### config.mk
export PLATFORM = sky130hd
export DESIGN_NAME = echo_delay_ctrl
export DESIGN_NICKNAME = d
export VERILOG_FILES = /design/src/rtl/echo_delay_ctrl.sv
export SDC_FILE = /design/constraint.sdc
export NUM_CORES = 1
export LEC_CHECK = 0
export BUFFER_PORTS_ARGS = -buffer_cell sky130_fd_sc_hd__buf_2
export CORE_UTILIZATION = 49
export DETAILED_ROUTE_END_ITERATION = 8
export PLACE_DENSITY = 0.75
export SLEW_MARGIN = 10
export SYNTH_ARGS = -nofsm -noshare
export SYNTH_HDL_FRONTEND = slang
export SYNTH_SLANG_ARGS = --single-unit
### constraint.sdc
create_clock -name clk -period 4.9 [get_ports clk]
set_input_delay 0.735 -clock clk [delete_from_list [all_inputs] [get_ports clk]]
set_output_delay 0.735 -clock clk [all_outputs]
set_load 0.02 [all_outputs]
### src/rtl/echo_delay_ctrl.sv
// Feedback echo/delay engine using an external dual-port RAM as a circular sample buffer.
// Define ECHO_CLEAR_EN to zero the whole buffer through port A after every reset.
module echo_delay_ctrl #(
    parameter int DEPTH       = 16,
    parameter int ADDR_WIDTH  = 4,
    parameter int DATA_WIDTH  = 24,
    parameter int DECAY_SHIFT = 1
) (
    input  logic                  clk,
    input  logic                  reset,
    input  logic [DATA_WIDTH-1:0] sample_in,
    input  logic                  sample_valid,
    input  logic [ADDR_WIDTH-1:0] delay_len,
    input  logic                  effect_en,
    output logic [DATA_WIDTH-1:0] sample_out,
    output logic                  sample_out_valid,
    output logic                  busy,
    output logic                  overrun,
    output logic                  ram_en_a,
    output logic                  ram_we_a,
    output logic [ADDR_WIDTH-1:0] ram_addr_a,
    output logic [DATA_WIDTH-1:0] ram_din_a,
    output logic                  ram_en_b,
    output logic [ADDR_WIDTH-1:0] ram_addr_b,
    input  logic [DATA_WIDTH-1:0] ram_dout_b
);

    localparam logic [ADDR_WIDTH-1:0] PTR_MAX = ADDR_WIDTH'(DEPTH - 1);
    localparam logic [DATA_WIDTH-1:0] POS_MAX = {1'b0, {(DATA_WIDTH-1){1'b1}}};
    localparam logic [DATA_WIDTH-1:0] NEG_MAX = {1'b1, {(DATA_WIDTH-1){1'b0}}};

    typedef enum logic [2:0] {
        IDLE,
        RD,
        WT,
        WR
`ifdef ECHO_CLEAR_EN
        , CLEAR
`endif
    } state_t;

`ifdef ECHO_CLEAR_EN
    localparam state_t RESET_STATE = CLEAR;
`else
    localparam state_t RESET_STATE = IDLE;
`endif

    state_t                  state, state_nxt;
    logic [ADDR_WIDTH-1:0]   wr_ptr, wr_ptr_nxt;
    logic [DATA_WIDTH-1:0]   x_reg, x_nxt;
    logic                    eff_reg, eff_nxt;

    logic [DATA_WIDTH-1:0]   out_nxt, din_a_nxt;
    logic [ADDR_WIDTH-1:0]   addr_a_nxt, addr_b_nxt;
    logic                    out_valid_nxt, en_a_nxt, en_b_nxt, busy_nxt, overrun_nxt;

`ifdef ECHO_CLEAR_EN
    logic [ADDR_WIDTH-1:0]   clr_cnt, clr_cnt_nxt;
    logic                    clr_done, clr_done_nxt;
`endif

    logic signed [DATA_WIDTH-1:0] d_shift;
    logic signed [DATA_WIDTH:0]   sum_wide;
    logic [DATA_WIDTH-1:0]        sum_sat;
    logic [DATA_WIDTH-1:0]        wr_val;

    // Sum is widened by one bit so overflow shows as the top two bits disagreeing.
    always_comb begin
        d_shift  = $signed(ram_dout_b) >>> DECAY_SHIFT;
        sum_wide = $signed({x_reg[DATA_WIDTH-1], x_reg}) + $signed({d_shift[DATA_WIDTH-1], d_shift});
        if (sum_wide[DATA_WIDTH] != sum_wide[DATA_WIDTH-1]) begin
            sum_sat = sum_wide[DATA_WIDTH] ? NEG_MAX : POS_MAX;
        end else begin
            sum_sat = sum_wide[DATA_WIDTH-1:0];
        end
        wr_val = eff_reg ? sum_sat : x_reg;
    end

    always_comb begin
        state_nxt     = state;
        wr_ptr_nxt    = wr_ptr;
        x_nxt         = x_reg;
        eff_nxt       = eff_reg;
        out_nxt       = sample_out;
        din_a_nxt     = ram_din_a;
        addr_a_nxt    = ram_addr_a;
        addr_b_nxt    = ram_addr_b;
        out_valid_nxt = 1'b0;
        en_a_nxt      = 1'b0;
        en_b_nxt      = 1'b0;
        overrun_nxt   = sample_valid && (state != IDLE);
`ifdef ECHO_CLEAR_EN
        clr_cnt_nxt   = clr_cnt;
        clr_done_nxt  = clr_done;
`endif
        case (state)
            IDLE: begin
                if (sample_valid) begin
                    x_nxt      = sample_in;
                    eff_nxt    = effect_en;
                    en_b_nxt   = 1'b1;
                    addr_b_nxt = wr_ptr - delay_len;
                    state_nxt  = RD;
                end
            end
            RD: state_nxt = WT;
            WT: begin
                en_a_nxt      = 1'b1;
                addr_a_nxt    = wr_ptr;
                din_a_nxt     = wr_val;
                out_nxt       = wr_val;
                out_valid_nxt = 1'b1;
                state_nxt     = WR;
            end
            WR: begin
                wr_ptr_nxt = (wr_ptr == PTR_MAX) ? '0 : wr_ptr + 1'b1;
                state_nxt  = IDLE;
            end
`ifdef ECHO_CLEAR_EN
            CLEAR: begin
                if (clr_done) begin
                    state_nxt = IDLE;
                end else begin
                    en_a_nxt    = 1'b1;
                    addr_a_nxt  = clr_cnt;
                    din_a_nxt   = '0;
                    clr_cnt_nxt = clr_cnt + 1'b1;
                    if (clr_cnt == PTR_MAX) clr_done_nxt = 1'b1;
                end
            end
`endif
            default: state_nxt = IDLE;
        endcase
        busy_nxt = (state_nxt != IDLE);
    end

    always_ff @(posedge clk) begin
        if (reset) begin
            state            <= RESET_STATE;
            wr_ptr           <= '0;
            x_reg            <= '0;
            eff_reg          <= 1'b0;
            sample_out       <= '0;
            sample_out_valid <= 1'b0;
            busy             <= 1'b0;
            overrun          <= 1'b0;
            ram_en_a         <= 1'b0;
            ram_we_a         <= 1'b0;
            ram_addr_a       <= '0;
            ram_din_a        <= '0;
            ram_en_b         <= 1'b0;
            ram_addr_b       <= '0;
`ifdef ECHO_CLEAR_EN
            clr_cnt          <= '0;
            clr_done         <= 1'b0;
`endif
        end else begin
            state            <= state_nxt;
            wr_ptr           <= wr_ptr_nxt;
            x_reg            <= x_nxt;
            eff_reg          <= eff_nxt;
            sample_out       <= out_nxt;
            sample_out_valid <= out_valid_nxt;
            busy             <= busy_nxt;
            overrun          <= overrun_nxt;
            ram_en_a         <= en_a_nxt;
            ram_we_a         <= en_a_nxt;
            ram_addr_a       <= addr_a_nxt;
            ram_din_a        <= din_a_nxt;
            ram_en_b         <= en_b_nxt;
            ram_addr_b       <= addr_b_nxt;
`ifdef ECHO_CLEAR_EN
            clr_cnt          <= clr_cnt_nxt;
            clr_done         <= clr_done_nxt;
`endif
        end
    end

endmodule

==> flow_summary.yaml <==
routing:
  routed_wirelength_mm: 10.5
  ant_nets: 0
  num_vias: 3993
  via_per_inst: 5.53
  avgRoutedWirePerCell_um: 14.5
  drc: 0
  dr.pass1.iters: 4
  initialDrtViolationCount: 146
clocking:
  cts_setup_buffers: 0
  cts_tree: "yes"
  clock_latency_ns: 0.35
  htree_levels: 3
  ctsResizeCount: 0
  cts-root-buf: "clkbuf_8"
  clk_pin_slew_ns: 0.09
  cts_made_buffers: 9
  cts_buffer_depth: 2
  cts_hold_buf: 0
  cts_num_sinks: 68
logic_synthesis:
  synth_edf_count: 0
  syn_inst: 537
  yosysUniqueCellTypes: 57
  netlist_area_mm2: 0.00433
  ys_warn_count: 0
  synth-async-reset-ratio_pct: 0
  synth_top_area_share_pct: 31.4
  syn_area_per_cell_um2: 8.06
  ys_ff_latch: 68
  yosysSeqAreaShare_pct: 31.4
  synth_area_leaders: "dfxtp_1 31%, nand2_1 10%, ha_1 8.1%"
  ys.flop_type: "dfxtp_1"
  syn_nets: 623
  synth_top_area_cell: "dfxtp_1"
die:
  fp-row-count: 33
  die_h_um: 96.0
  initial_core_util_pct: 51.7
  die-area_mm2: 0.00922
  io_pins: 118
  core_area_mm2: 0.00838
  dieWidth_um: 96.0
job:
  drv_cap: 0
sta:
  slew_headroom_pct: 30.0
  final-hold-violation-count: 0
  setup_viol: 0
  finalClockSkew_ns: 0.0131
  fin_crit_ns: 3.08
  tightest_slew_ns: 1.05
  setup_tns_ns: 0
  rsz0062_at_grt: "false"
  fmax_ghz: 0.325
  maxSlewViolCount: 0
  post-route-period-util_pct: 62.8
pwr:
  ir_drop_v: 0.000209
  power.density_mw_per_mm2: 275
  p_leak_nw: 2.21
final_layout:
  final_nets: 698
  fin_util_pct: 59.1
  nFillCells: 782
  areaGrowthSynthToFinish_pct: 14.4
  n_antenna_cell: 0
  drive_gt1_share_pct: 26.7
grt:
  grt_max_degree: 38
  antenna_found_initial: 0
  grt_pass1_wl_mm: 17.0
  grt_use_total_pct: 23.7
  gr-total-overflow: 0
  grt_pass1_vias: 3775
placement:
  globalplace.congestion: 0.894
  port-buffer-count: 116
  place_hpwl_mm: 7.59
outcome:
  status: "finished, final reports clean"
critical_path:
  worst_r2r_path_depth: 11
  worstPathRequired_ns: 5.14
  worstPathMaxFanout: 16
  critPathKind: "in -> reg"
  r2r-start: "x_reg[0]"
  r2r_slack_ns: 1.92
  worstPathArrival_ns: 3.32
  endpoint_kind: "register"
  reg2reg_to: "ram_din_a[4]"
  start_kind: "input port"
worst_hold_path:
  hp-class: "reg -> reg"
  min_path_cells: 2
  hold_end: "ram_addr_a[3]"
  min_from: "ram_addr_a[3]"
[critical path: stages]
cell and delay, ns:
buf_2 0.08, ha_1 0.20, inv_1 0.07, fa_1 0.40
nand2b_1 0.18, a21o_1 0.20, a31oi_4 0.22, a31oi_2 0.20
a31oi_2 0.28, a31oi_4 0.17, and2_4 0.29, a221oi_1 0.30
[through the flow]
step           area [µm²]  total power, mW  setup WS (ns)  cells  hold slack, ns
5_1_grt              4950             1.43           1.66    722           0.482
3_5_place_dp         4720            0.836           1.45    706           0.444
3_3_place_gp         4720            0.830           1.49    706           0.439
6_report             4950             1.36           1.82    722           0.454
4_1_cts              4950             1.37           1.81    722           0.457
2_1_floorplan        4330            0.774           1.77    537           0.449
[power by group]
group	leakage, nW	total, mW	switching, mW	internal, mW
Clock	0.113	0.539	0.243	0.296
Sequential	0.552	0.582	0.0143	0.568
Combinational	1.55	0.242	0.143	0.0990
[cell families (layout without fill, tap and decap cells)]
kind of cell,after synthesis,after routing,share of synthesized area (%)
simple gates,177,177,17.6
compound gates,169,169,27.8
flops,68,68,31.4
buf+inv,67,147,8.84
fa+ha+maj,30,30,9.01
xor+xnor,24,24,4.85
other cells,1,1,0.0866
mux,1,1,0.347
[worst max path at each step]
stage,from,to,slack [ns],cells after the start
2_1_floorplan,ram_dout_b[1],ram_din_a[17],1.77,13
3_3_place_gp,ram_dout_b[1],ram_din_a[20],1.49,12
3_5_place_dp,ram_dout_b[1],ram_din_a[20],1.45,12
4_1_cts,ram_dout_b[1],ram_din_a[20],1.81,12
5_1_grt,ram_dout_b[1],ram_din_a[4],1.66,12
6_report,ram_dout_b[1],ram_din_a[4],1.82,12
[cell usage in the layout, fill, tap and decap left out, types with 5 or more instances in the layout]
cell,count
nor2_1,20
xnor2_1,17
nand2b_1,5
dfxtp_1,68
a21oi_1,56
ha_1,28
clkbuf_8,9
nand2_1,119
a221oi_1,6
inv_1,13
buf_2,116
a221oi_2,10
o21ai_0,38
o21ai_1,6
xor2_1,7
a21boi_0,5
a21o_1,10
[area by class of cell]
type,instances,area (µm²),share of cell area [%]
clock buffers,9,124,2.50
clock inverters,7,105,2.12
inverters,13,48.8,0.985
multi-input cells,402,2590,52.2
flip-flops and latches,68,1360,27.5
well taps,105,131,2.65
repair buffers,118,596,12.0
[Yosys cell counts (3+ instances only)]
library cell / count
nor3_1: 4
a31oi_1: 4
a221oi_2: 10
o21ai_1: 6
a221oi_1: 6
nor2b_1: 4
a21oi_1: 56
or3_1: 3
nand2_1: 119
a211oi_1: 4
buf_4: 28
o21a_1: 4
xnor2_1: 17
buf_6: 3
a21o_1: 10
xor2_1: 7
o21ai_0: 38
dfxtp_1: 68
a31oi_2: 3
a311oi_1: 3
nand4_1: 4
a21boi_0: 5
clkbuf_1: 18
o211ai_1: 3
nand3_1: 4
nor2_1: 20
nand2b_1: 5
ha_1: 28
inv_1: 13
[metal layers]
metal / wire (µm) / track usage [%]
met3: 452 / 4.19
met2: 5020 / 40.7
met5: 0 / 0
met1: 4880 / 29.7
met4: 103 / 7.84
Power figures use the tool's default switching activity.
